--- config.mk ---
export PLATFORM = sky130hd
export DESIGN_NAME = bin2bcd_seq
export DESIGN_NICKNAME = d
export VERILOG_FILES = /design/src/rtl/bcd_pkg.sv /design/src/rtl/bcd_add3.sv /design/src/rtl/bin2bcd_seq.sv
export SDC_FILE = /design/constraint.sdc
export NUM_CORES = 1
export LEC_CHECK = 0
export BUFFER_PORTS_ARGS = -buffer_cell sky130_fd_sc_hd__buf_4
export CAP_MARGIN = 30
export CORE_MARGIN = 2
export CORE_UTILIZATION = 55
export DETAILED_ROUTE_END_ITERATION = 16
export MAX_ROUTING_LAYER = met4
export PLACE_DENSITY_LB_ADDON = 0.15
export SYNTH_ARGS = -nofsm -noshare
export SYNTH_HDL_FRONTEND = slang
export SYNTH_SLANG_ARGS = --single-unit
--- constraint.sdc ---
create_clock -name clk -period 1.9 [get_ports clk]
set_clock_uncertainty 0.2 [all_clocks]
set_input_delay 0.095 -clock clk [delete_from_list [all_inputs] [get_ports clk]]
set_output_delay 0.095 -clock clk [all_outputs]
set_load 0.05 [all_outputs]
--- src/rtl/bcd_pkg.sv ---
`default_nettype none
// ============================================================================
// Module : bcd_pkg
// Brief  : Shared types and constants for the sequential binary-to-BCD path.
// Rev    : 1.0  initial release
// ============================================================================
package bcd_pkg;

    localparam int BCD_W = 4;

    typedef enum logic [0:0] {
        ST_IDLE  = 1'b0,
        ST_SHIFT = 1'b1
    } state_t;

    function automatic logic [31:0] pow10(input int n);
        logic [31:0] r;
        r = 32'd1;
        for (int i = 0; i < n; i++) begin
            r = r * 32'd10;
        end
        return r;
    endfunction

endpackage
`default_nettype wire

--- src/rtl/bcd_add3.sv ---
`default_nettype none
// ============================================================================
// Module : bcd_add3
// Brief  : Double-dabble correction cell: digits of 5 or more get +3 (mod 16).
// Rev    : 1.0  initial release
// ============================================================================
module bcd_add3
    import bcd_pkg::*;
(
    input  logic [BCD_W-1:0] i_d,
    output logic [BCD_W-1:0] o_d
);

    always_comb begin
        o_d = i_d;
        if (i_d >= BCD_W'(5)) begin
            o_d = i_d + BCD_W'(3);
        end
    end

endmodule
`default_nettype wire

--- src/rtl/bin2bcd_seq.sv ---
`default_nettype none
// ============================================================================
// Module : bin2bcd_seq
// Brief  : Iterative shift-add-3 binary-to-BCD converter with start/done
//          handshake and saturation to all nines on overflow.
// Rev    : 1.0  initial release
// ============================================================================
module bin2bcd_seq
    import bcd_pkg::*;
#(
    parameter int IN_WIDTH = 14,
    parameter int DIGITS   = 4
) (
    input  logic                      clk,
    input  logic                      reset,
    input  logic [IN_WIDTH-1:0]       i_bin,
    input  logic                      start,
    output logic                      busy,
    output logic                      done,
    output logic                      ovf,
    output logic [DIGITS*BCD_W-1:0]   o_bcd
);

    localparam int                 c_SCR_W    = DIGITS * BCD_W;
    localparam int                 c_CAT_W    = c_SCR_W + IN_WIDTH;
    localparam int                 c_CNT_W    = $clog2(IN_WIDTH + 1);
    localparam logic [31:0]        c_MAX      = pow10(DIGITS) - 32'd1;
    localparam logic [c_CNT_W-1:0] c_CNT_INIT = c_CNT_W'(IN_WIDTH);
    localparam logic [c_SCR_W-1:0] c_SAT      = {DIGITS{4'h9}};

    state_t               r_state;
    state_t               w_state_nxt;
    logic [IN_WIDTH-1:0]  r_shift;
    logic [c_SCR_W-1:0]   r_scr;
    logic [c_CNT_W-1:0]   r_cnt;
    logic                 r_ovf_pend;
    logic [c_SCR_W-1:0]   r_bcd;
    logic                 r_ovf;
    logic                 r_done;

    logic [c_SCR_W-1:0]   w_adj;
    logic [c_CAT_W-1:0]   w_cat;
    logic                 w_in_ovf;
    logic                 w_load;
    logic                 w_step;
    logic                 w_last;

    generate
        for (genvar d = 0; d < DIGITS; d++) begin : g_add3
            bcd_add3 u_add3 (
                .i_d (r_scr[d*BCD_W +: BCD_W]),
                .o_d (w_adj[d*BCD_W +: BCD_W])
            );
        end
    endgenerate

    // Correct then shift the joint {scratch, shift} register; the scratch MSB
    // falls off, which only matters for inputs that saturate anyway.
    assign w_cat    = {w_adj, r_shift} << 1;
    assign w_in_ovf = ({{(32-IN_WIDTH){1'b0}}, i_bin} > c_MAX);

    always_ff @(posedge clk) begin
        if (reset) begin
            r_state <= ST_IDLE;
        end else begin
            r_state <= w_state_nxt;
        end
    end

    always_comb begin
        w_state_nxt = r_state;
        w_load      = 1'b0;
        w_step      = 1'b0;
        w_last      = 1'b0;
        busy        = 1'b0;
        case (r_state)
            ST_IDLE: begin
                if (start) begin
                    w_load      = 1'b1;
                    w_state_nxt = ST_SHIFT;
                end
            end
            ST_SHIFT: begin
                busy   = 1'b1;
                w_step = 1'b1;
                if (r_cnt == c_CNT_W'(1)) begin
                    w_last      = 1'b1;
                    w_state_nxt = ST_IDLE;
                end
            end
            default: w_state_nxt = ST_IDLE;
        endcase
    end

    always_ff @(posedge clk) begin
        if (reset) begin
            r_shift    <= '0;
            r_scr      <= '0;
            r_cnt      <= '0;
            r_ovf_pend <= 1'b0;
            r_bcd      <= '0;
            r_ovf      <= 1'b0;
            r_done     <= 1'b0;
        end else begin
            r_done <= 1'b0;
            if (w_load) begin
                r_shift    <= i_bin;
                r_scr      <= '0;
                r_cnt      <= c_CNT_INIT;
                r_ovf_pend <= w_in_ovf;
            end
            if (w_step) begin
                r_scr   <= w_cat[c_CAT_W-1:IN_WIDTH];
                r_shift <= w_cat[IN_WIDTH-1:0];
                r_cnt   <= r_cnt - c_CNT_W'(1);
                if (w_last) begin
                    r_done <= 1'b1;
                    r_ovf  <= r_ovf_pend;
                    r_bcd  <= r_ovf_pend ? c_SAT : w_cat[c_CAT_W-1:IN_WIDTH];
                end
            end
        end
    end

    assign done  = r_done;
    assign ovf   = r_ovf;
    assign o_bcd = r_bcd;

endmodule
`default_nettype wire
**Yosys cells after proc, flatten, opt, wreduce, memory -nomap -nowiden**

Index checks and enable logic that the tools add are counted.

- Bits in registers: 54
- Input bits: 17
- Output and inout port bits: 19

- $add $sub $neg: 5
- Order comparisons: 5
- Equality and inequality tests: 1
- Mux-type cells: 19
- Bitwise logic cells: 2
- Reductions and logical operators: 4

Operators by type and width:

| operator | number |
|---|---|
| $mux W16 | 3 |
| $mux W14 | 2 |
| $mux W4 | 5 |
| $ge A4 B3 Y1 const B | 4 |
| $gt A14 B14 Y1 const B | 1 |
| $add A4 B2 Y4 const B | 3 |
| $mux W1 | 7 |
| $eq A4 B1 Y1 const B | 1 |
| $reduce_or A2 Y1 | 2 |
| $sub A4 B1 Y4 const B | 1 |
| $add A3 B2 Y3 const B | 1 |
| $mux W3 | 1 |
| $not A1 Y1 | 2 |
| $pmux W1 S2 | 1 |
| $reduce_and A2 Y1 | 1 |
| $reduce_bool A2 Y1 | 1 |

**Logic depth before layout (Yosys ltp)**

Gate-level depths: netlist of run 1.

- Depth in word-level cells: 4
- Mapped depth: 6

**Cells and area by module**

A second synthesis of run 1 with hierarchy kept.

- Cells, all modules: 280
- Area, all modules: 2590.0 µm²

Modules (own cells, without submodules):

| module | instances | cells each | area each (µm²) | sequential area each (µm²) |
|---|---|---|---|---|
| bin2bcd_seq | 1 | 216 | 2184.6 | 1081.0 |
| bcd_add3 | 4 | 16 | 101.3 | 0.0 |

**Worst setup path before layout of run 1**

Ideal clock, no wire load.

- Path type: register -> register
- Start: register r_state
- End: register r_bcd[13] (netlist: o_bcd[13])
- Setup time: 67 ps
- Data arrival time: 1507 ps
- Required time: 1633 ps
- Slack: 126 ps
- Cell stages (with the launch flop): 6
- Buffers on the path: 2
- Period minus slack after synthesis: 1774 ps
- Cell sequence: dfxtp_1 > buf_2 > nand3_2 > or3_1 > buf_6 > o21ai_2

- Cells in the longest elaborated chain, start to end: 2

RTL lines:

| item | line | text |
|---|---|---|
| from (decl) | bin2bcd_seq.sv:31 | `state_t r_state;` |
| from (signal assigned) | bin2bcd_seq.sv:66 | `r_state <= w_state_nxt;` |
| $mux W1 | bin2bcd_seq.sv:76 | `case (r_state)` |
| $reduce_and A2 Y1 (no line) * | - |  |
| to (signal assigned) | bin2bcd_seq.sv:119 | `r_bcd <= r_ovf_pend ? c_SAT : w_cat[c_CAT_W-1:IN_WIDTH];` |
| to (decl) | bin2bcd_seq.sv:37 | `logic [c_SCR_W-1:0] r_bcd;` |

Every way passes the cells marked *; elsewhere a longest branch is shown, timed or not.
A chain may end at the register's enable or synchronous reset.

**Worst setup path in the final report of run 1**

- Start: register r_state
- End: register r_shift[0]

- Cells in the longest elaborated chain, start to end: 2

RTL lines:

| item | line | text |
|---|---|---|
| $mux W1 | bin2bcd_seq.sv:76 |  |
| $reduce_or A2 Y1 (no line) | - |  |
| to (signal assigned) | bin2bcd_seq.sv:107 | `r_shift <= i_bin;` |
| to (signal assigned) | bin2bcd_seq.sv:114 | `r_shift <= w_cat[IN_WIDTH-1:0];` |
| to (decl) | bin2bcd_seq.sv:33 | `logic [IN_WIDTH-1:0] r_shift;` |

Parallel ways exist; a longest one is shown, timed or not.

==> impl_results.md, run 1 <==
* Initial antenna violation count at 0
* Avg Inst Size Synth at 8.874 um^2
* First-pass GRT wire length at 8.838 mm
* Post-Layout Inst Area at 3110 um^2
* Final hold vios at 0
* Place WS at between 0.08 and 0.09 ns
* Drt drc at 0
* Wire length per cell at between 10 and 15 um
* Core Area at 4354 um^2
* Synth Instances at 282
* Critical-path cell list: buf_4 -> buf_4 -> nor3_2 -> dlygate4sd3_1
* Worst slew pin tran at 0.4898 ns
* # nets final at 354
* CP Class: reg -> reg
* Leading area contributor after synthesis: dfxtp_1
* CP peak stage delay at roughly 0.57 ns
* Placer congestion estimate at approximately 0.8
* Pin count of the biggest net entering global routing at 32
* Clk_lat worst skew at between 0.3 and 0.4 ns
* Final Non-Filler Cells at 380
* Rows at 24
* Final setup viols at 0
* Pwr per Cell Area at 769.7 nW/um^2
* Num CTS Buffers at 5
* Initial drt markers at 117
* Fin util at 71.44%
* All-layer global routing usage at 22.68%
* Avg Vias per Cell at 5.629
* Syn Nets at around 310
* RSZ-0062 raised after global routing: no
* Slew margin rel. at 67.35%
* Yosys reg bits at 54
* Clk root buf: clkbuf_8
* Worst hold margin at 0.08386 ns
* Leakage power at approximately 1.2 nW
* CTS H-Tree Depth at 2
* MaxCap Viol Count at 0
* Die X-Extent at 71.45 um
* Slew Limit Fails at 0
* Fin Setup TNS at 0 ns
* Hold Path Cell Cnt at 3
* Crit path required time at 1.90 ns
* # placed instances at 355
* CTS tree: built
* Max VDD drop at 0.5708 mV
* Cell with the most instances on the worst path: buf_4
* Clk sink count at 54
* Vias in the first global route at 1,940
* Synthesis warning total at 0
* Post-DP HPWL at 3.502 mm
* Status: finished, final reports clean
* Distinct cell type count after synthesis at 32
* Hold Crit Class: in -> reg
* TritonRoute pass-1 iters at 4
* Top cells by area, synth: dfxtp_1 43%, nor2_1 6.8%, a21oi_1 5.6%
* Layout cells sized above 1 at 21.34%
* Commonest non-fill, non-tap cell in the layout: dfxtp_1
* Highest clock rate at roughly 550 MHz
* Fin crit share at between 90% and 100%
* CP Data Arrival Time at 1.83 ns
* Final setup margin at approximately 0.078 ns
* Worst-path maximum fanout at 21
* ANT nets after route at 0
* Overflow after GRT at 0
* R2r worst-path depth at 4
* Tot Pwr at about 2.4 mW
* Critical Path End Type: register
* Die footprint at between 5000 and 6000 um^2
* Top Ports at 36
* Most frequent cells in the layout: 53 x dfxtp_1, 45 x nor2_1, 41 x buf_4
* Area growth from synthesis to layout at 24.30%
* Share of the synthesized area in the top cell type at 43.20%
* Mapped Area at around 2500 um^2
* Chip height at roughly 70 um
* Sequential element share of the synthesized area at a little over two fifths
* Starting density of the core at 57.47%
* Crit-path slowest cell: dlygate4sd3_1
* Critical Path Start Type: register
* Clock slew at reported path FFs at 0.10 ns
* Clock tree buffer depth at 2
* Antenna cell count at 0
* Min Tclk post-route at around 1.8 ns
* Cell Area, Placed at 2774 um^2
* PortBufs at 35
* Final WL at 5.517 mm
* Vias at 2,139
==> area by class of cell <==
type | count | area [um^2]
Multi-Input combinational cell | 193 | 1284
Fill cell | 348 | 1244
Sequential cell | 54 | 1085
Timing Repair Buffer | 58 | 478.0
Clock buffer | 6 | 82.58
Tap cell | 52 | 65.06
Clock inverter | 2 | 60.06
Inverter | 15 | 56.30
==> critical path: cells and delay by family, from the launching register on <==
kind | cells | cell delay, ns
DFF | 1 | 0.43
buffers and inverters | 3 | 1.02
and+or+nand+nor | 1 | 0.08
==> per-layer routing <==
layer / vias up / GRT usage (%) / routed length [um]
met5: - / - / 0
met4: 0 / 7.966 / 83
met3: 10 / 4.923 / 200
met2: 56 / 38.07 / 2840
met1: 1001 / 26.88 / 2392
li1: 1072 / - / -
==> Yosys cell counts (all sizes together) <==
cell type	number
dfxtp	54
or2	1
nand3	2
nor2	46
nor3	8
xnor2	4
and4bb	1
o41ai	1
nand3b	9
inv	15
o21ai	15
nor4	1
mux2i	14
o22ai	4
mux2	5
nand2b	12
nor3b	7
clkbuf	7
or3	1
buf	13
ha	10
a211oi	4
a311oi	2
a21oi	28
o32ai	11
nand2	7
==> path summary, 6_finish.rpt <==
check	from	end	slack, ns
max	r_state$_SDFF_PP0_	r_shift[0]$_SDFFE_PP0N_	0.08
min	start	r_cnt[1]$_SDFFE_PP0P_	0.08
max reg2reg	r_state$_SDFF_PP0_	r_shift[0]$_SDFFE_PP0N_	0.08
min reg2reg	ovf$_SDFFE_PP0P_	ovf$_SDFFE_PP0P_	0.27
==> flip-flops by register name, indices dropped and copies added (netlist names) <==
register	flops
o_bcd	16
r_scr	16
r_shift	14
r_cnt	4
done	1
ovf	1
r_ovf_pend	1
r_state	1
==> power breakdown <==
part / switching (mW) / internal [mW] / total [mW] / leakage (nW)
sequential: 0.0294 / 1.17 / 1.19 / 0.439
clock: 0.373 / 0.562 / 0.934 / 0.0714
combinational: 0.145 / 0.119 / 0.265 / 0.717
total: 0.547 / 1.85 / 2.39 / 1.23
==> what timing repair did <==
item,CTS,global route
buffers inserted,0,0
hold buffers,17,0
setup endpoints to repair,0,5
hold endpoints to repair,26,0
gates resized for setup,0,6
==> cells by family (layout without fill, tap and decap cells) <==
| family | after synthesis | after routing | synth area share [%] |
|---|---|---|---|
| adder cells (fa/ha/maj) | 10 | 10 | 5.000 |
| multiplexers | 19 | 19 | 7.850 |
| AND/OR/NAND/NOR | 95 | 95 | 19.30 |
| flip-flops | 54 | 54 | 43.20 |
| XOR/XNOR | 4 | 4 | 1.400 |
| buffers and inverters | 35 | 81 | 6.350 |
| AO/OA/AOI/OAI | 65 | 65 | 16.90 |
(Power assumes the default switching activity.)
==> run 2: changes to the inputs <==
--- a/config.mk
+++ b/config.mk
@@ -11,7 +11,7 @@
 export CORE_UTILIZATION = 55
 export DETAILED_ROUTE_END_ITERATION = 16
 export MAX_ROUTING_LAYER = met4
-export PLACE_DENSITY_LB_ADDON = 0.15
+export PLACE_DENSITY = 0.77
 export SYNTH_ARGS = -nofsm -noshare
 export SYNTH_HDL_FRONTEND = slang
 export SYNTH_SLANG_ARGS = --single-unit
==> run 2 against run 1 <==
  * First-iteration DRC count grew 16%
  * Clock-buffer cell count grew 1
  * Global-route usage grew 0.70 points
  * Non-clock buffer count shrank 3
  * Critical path depth grew 2
  * Maximum frequency grew 2.4%
  * Die area is the same
  * Register-to-register slack gained 0.04 ns
  * Sequential power is essentially flat
  * Setup slack gained 0.043 ns
  * Highest routed layer unchanged
==> impl_results.md, run 2 (synthesized netlist as in run 1, its figures left out) <==
* Vias at between 2,000 and 2,500
* Layout cells sized above 1 at 19.08%
* Worst-path maximum fanout at 4
* Clock tree buffer depth at 2
* Drt drc at 0
* Fin util at 70.20%
* First-pass GRT wire length at between 9 and 10 mm
* Starting density of the core at a little under three fifths
* Fin Setup TNS at 0 ns
* All-layer global routing usage at 23.38%
* Initial drt markers at 136
* Status: finished, final reports clean
* Post-CTS setup buffer count at 0
* Chip height at 71.45 um
* Worst hold margin at between 0.03 and 0.04 ns
* Min Tclk post-route at 1.780 ns
* Avg Vias per Cell at 5.525
* Fill count at 338
* Die X-Extent at 71.45 um
* RSZ-0062 raised after global routing: no
* Overflow after GRT at 0
* MaxCap Viol Count at 0
* Sw frac at about a quarter
* Max VDD drop at 0.6868 mV
* Initial antenna violation count at 0
* Slew margin rel. at around 60%
* PortBufs at 35
* CP Data Arrival Time at about 1.8 ns
* Critical Path End Type: register
* CP peak stage delay at about 0.38 ns
* Critical-path cell list: inv_1 -> ha_1 -> nand2b_1 -> a21oi_1 -> mux2_2 -> o32ai_1
* Vias in the first global route at around 2,000
* Clk root buf: clkbuf_8
* Final setup viols at 0
* Count of buffer and inverter cells on the critical path at 1
* Final setup margin at roughly 0.12 ns
* Core Area at 4354 um^2
* # nets final at ~350
* Hold Crit Class: in -> reg
* Pwr per Cell Area at 724.8 nW/um^2
* Placer congestion estimate at 0.7646
* Crit-path slowest cell: mux2_2
* Area growth from synthesis to layout at 22.15%
* Crit path required time at 1.91 ns
* Tot Pwr at 2.215 mW
* CTS H-Tree Depth at 2
* Final WL at 5.303 mm
* Fin crit share at 93.66%
* Comb power frac at 11.9%
* Clk_lat worst skew at 0.31 ns
* Post-DP HPWL at about 3.4 mm
* Final hold vios at 0
* Critical Path Start Type: register
* Wire length per cell at between 10 and 15 um
* Slew Limit Fails at 0
* Antenna cell count at 0
* CTS tree: built
* CP delay by family, top: multiplexers
* Sequential fraction of design power at 54.0%
* Place WS at 0.1362 ns
* Top Ports at 36
* TritonRoute pass-1 iters at 4
* Highest clock rate at 561.9 MHz
* Clock slew at reported path FFs at 0.09 ns
* P_int at 1.680 mW
* ANT nets after route at 0
* Most frequent cells in the layout: 53 x dfxtp_1, 45 x nor2_1, 37 x buf_4
* Pin count of the biggest net entering global routing at 52
* Num CTS Buffers at 5
* Commonest non-fill, non-tap cell in the layout: dfxtp_1
* Worst slew pin tran at about 0.60 ns
* Leakage power at 1.224 nW
* Die footprint at 5105 um^2
* NetSw at 0.5351 mW
* Clk sink count at 54
* Clock share of power at around a third
* Rows at 24
* CP Class: reg -> reg
==> run 2: cell types whose count changed in the layout (fill, tap and decap cells not counted), moves of 2 or more <==
cell | previous run | this run
a21oi_2 | 2 | 0
clkbuf_1 | 0 | 2
a21oi_1 | 26 | 28
dlymetal6s4s_1 | 0 | 2
dlygate4sd3_1 | 17 | 14
buf_4 | 41 | 37
==> run 2: power by group through the flow <==
stage / clock network (mW) / registers [mW] / logic, mW
global placement: 0 / 1.22 / 0.224
CTS: 0.763 / 1.20 / 0.256
detailed placement: 0 / 1.22 / 0.229
floorplan: 0 / 1.23 / 0.153
finish: 0.757 / 1.20 / 0.263
global route: 0.823 / 1.20 / 0.289
==> run 2: what timing repair did <==
item / CTS / global route
hold buffers: 16 / 0
endpoints found under the hold margin: 28 / 0
endpoints found under the setup margin: 0 / 16
resized for setup: 0 / 5
==> run 2: per-stage QoR <==
stage               cell area, um^2  cells
floorplan                      2502    282
global placement               2771    353
detailed placement             2771    353
CTS                            3038    377
global route                   3057    377
finish                         3057    377
==> run 2: final cells by class <==
type,count,area [um^2],share of cell area (%)
inverters,15,56.30,1.842
repair buffers,55,474.2,15.51
clock inverters,1,30.03,0.9824
flip-flops and latches,54,1085,35.49
clock buffers,7,76.32,2.497
well taps,52,65.06,2.129
multi-input cells,193,1270,41.55
==> run 2: routing by layer <==
| layer | vias to the layer above | track usage [%] | routed length (um) |
|---|---|---|---|
| met1 | 964 | 30.89 | 2403 |
| li1 | 1066 | - | - |
| met2 | 45 | 35.49 | 2608 |
| met3 | 8 | 4.079 | 207 |
| met5 | - | - | 0 |
| met4 | 0 | 9.853 | 84 |
==> run 2: worst min-delay path: stages <==
cell     delay (ns)
buf_4          0.08
mux2i_1        0.06
nor2_1         0.13
a21oi_1        0.06
nor2_1         0.07
==> run 2: final timing paths <==
check                                      startpoint                 endpoint  slack (ns)  cells after the start
worst max-delay path            r_scr[1]$_SDFFE_PP0P_    r_scr[2]$_SDFFE_PP0P_        0.12                      6
worst min register to register       ovf$_SDFFE_PP0P_         ovf$_SDFFE_PP0P_        0.28                      2
worst min-delay path                         i_bin[7]  r_shift[7]$_SDFFE_PP0P_        0.04                      5
worst max register to register  r_scr[1]$_SDFFE_PP0P_    r_scr[2]$_SDFFE_PP0P_        0.12                      6
==> run 3: changes to the inputs <==
--- a/config.mk
+++ b/config.mk
@@ -9,9 +9,11 @@
 export CAP_MARGIN = 30
 export CORE_MARGIN = 2
 export CORE_UTILIZATION = 55
+export CTS_CLUSTER_DIAMETER = 100
 export DETAILED_ROUTE_END_ITERATION = 16
 export MAX_ROUTING_LAYER = met4
 export PLACE_DENSITY = 0.77
 export SYNTH_ARGS = -nofsm -noshare
 export SYNTH_HDL_FRONTEND = slang
+export SYNTH_HIERARCHICAL = 1
 export SYNTH_SLANG_ARGS = --single-unit
==> constraint.sdc (replaced) <==
create_clock -name clk -period 1.92 [get_ports clk]
set_clock_uncertainty 0.2 [all_clocks]
set_input_delay 0.096 -clock clk [delete_from_list [all_inputs] [get_ports clk]]
set_output_delay 0.096 -clock clk [all_outputs]
set_load 0.05 [all_outputs]
==> run 3 against run 2 <==
  * Sequential share of layout area fell by 0.80 points
  * Setup slack better by 0.024 ns
  * Combinational power down 5%
  * Cell area grew 2.3%
  * Sequential power barely moved
  * Sequential cell count unchanged
==> impl_results.md, run 3 <==
* Status: finished, final reports clean
* Final setup viols at 0
* Starting density of the core at 58.22%
* # nets final at between 300 and 400
* First-pass GRT wire length at 8.776 mm
* Flop-to-flop setup slack at 0.15 ns
* ANT nets after route at 0
* Pwr per Cell Area at between 600 and 700 nW/um^2
* Fin util at around 71%
* Critical-path cell list: dlygate4sd3_1 -> buf_4 -> mux2_2 -> mux2i_1 -> nor2_1 -> dlygate4sd3_1
* Critical path depth at 6
* Critical Path End Type: register
* Worst-path maximum fanout at 2
* Slew Limit Fails at 0
* Vias in the first global route at 1,983
* CTS tree: built
* Final WL at 5.070 mm
* Placer congestion estimate at 0.8336
* Antenna cell count at 0
* Drt drc at 0
* Leakage power at between 1 and 1.5 nW
* Area growth from synthesis to layout at 21.67%
* Fin crit share at 92.47%
* Post-CTS setup buffer count at 0
* Synthesis warning total at 6
* CP Data Arrival Time at around 1.8 ns
* Crit path required time at 1.92 ns
* CTS H-Tree Depth at 2
* Place WS at 0.1927 ns
* Wire length per cell at 13.52 um
* Crit-path slowest cell: dlygate4sd3_1
* Hold Crit Class: in -> reg
* Overflow after GRT at 0
* Clock tree buffer depth at 2
* Final hold vios at 0
* Highest clock rate at between 500 and 600 MHz
* Count of buffer and inverter cells on the critical path at 3
* Initial antenna violation count at 0
* Mapped Area at 2570 um^2
* R2r worst-path depth at 4
* Chip height at 72.36 um
* CP delay by family, top: buffers and inverters
* CP Class: in -> reg
* Clk root buf: clkbuf_8
* Top Ports at 36
* Die footprint at roughly 5200 um^2
* TritonRoute pass-1 iters at 4
* MaxCap Viol Count at 0
* Clock slew at reported path FFs at 0.09 ns
* Min Tclk post-route at roughly 1.8 ns
* Avg Vias per Cell at 5.491
* Avg Inst Size Synth at 9.311 um^2
* Layout cells sized above 1 at 21.36%
* Clk sink count at 54
* Pin count of the biggest net entering global routing at 39
* RSZ-0062 raised after global routing: no
* Max VDD drop at 0.4919 mV
* Rows at 24
* Num CTS Buffers at 5
* Vias at 2,059
* CP peak stage delay at 0.57 ns
* All-layer global routing usage at 21.69%
* Commonest non-fill, non-tap cell in the layout: dfxtp_1
* Worst slew pin tran at 0.6414 ns
* Cell with the most instances on the worst path: dlygate4sd3_1
* Synth Instances at 276
* Slew margin rel. at 57.01%
* Post-DP HPWL at 3.346 mm
* Critical Path Start Type: input pin
* Final setup margin at 0.1446 ns
* Most frequent cells in the layout: 53 x dfxtp_1, 43 x nor2_1, 39 x buf_4
* Clk_lat worst skew at 0.30 ns
* Core Area at roughly 4400 um^2
* Syn Nets at 303
* Initial drt markers at 135
* PortBufs at 35
* Die X-Extent at 72.36 um
* Fin Setup TNS at 0 ns
* Hold Path Cell Cnt at 3
## run 3: cell type report
type,instances,area [um^2]
fill,360,1287
inverter,11,41.29
tap,52,65.06
timing repair buffer,57,483.0
clock buffer,7,76.32
multi-input combinational,193,1346
clock inverter,1,30.03
sequential,54,1085
## run 3: report_power, final
group	switching [mW]	internal [mW]
combinational	0.119	0.130
sequential	0.0271	1.15
clock	0.346	0.390
## run 3: what timing repair did
item                                   4_1_cts  5_1_grt
resized for setup                            0        1
endpoints found under the hold margin       17        0
setup endpoints to repair                    0        1
hold buffers                                17        0
## run 3: worst register-to-register path: stages (launching register included)
cell	delay, ns
dfxtp_4	0.46
buf_12	0.19
mux2i_1	0.19
nor2_1	0.06
dlygate4sd3_1	0.57
## run 3: stage by stage
| stage | hold WS (ns) | std cells | cell area [um^2] | power, mW |
|---|---|---|---|---|
| 2_1_floorplan | 0.07147 | 276 | 2570 | 1.366 |
| 3_3_place_gp | 0.1933 | 350 | 2848 | 1.423 |
| 3_5_place_dp | 0.2003 | 350 | 2848 | 1.428 |
| 4_1_cts | 0.1246 | 375 | 3124 | 2.189 |
| 5_1_grt | 0.1785 | 375 | 3127 | 2.253 |
| 6_report | 0.1247 | 375 | 3127 | 2.164 |
## run 3: path summary, 6_finish.rpt
check,from,end
worst min-delay path,start,r_cnt[1]$_SDFFE_PP0P_
worst min register to register,o_bcd[3]$_SDFFE_PP0P_,o_bcd[3]$_SDFFE_PP0P_
worst max register to register,r_state$_SDFF_PP0_,r_shift[9]$_SDFFE_PP0P_
worst max-delay path,i_bin[9],r_shift[9]$_SDFFE_PP0P_
## run 3: per-layer routing
| metal | GRT usage [%] | up-vias | wire length [um] |
|---|---|---|---|
| met3 | 4.722 | 5 | 168 |
| met5 | - | - | 0 |
| met1 | 24.33 | 978 | 2299 |
| met2 | 39.45 | 28 | 2558 |
| li1 | - | 1048 | - |
| met4 | 4.403 | 0 | 43 |
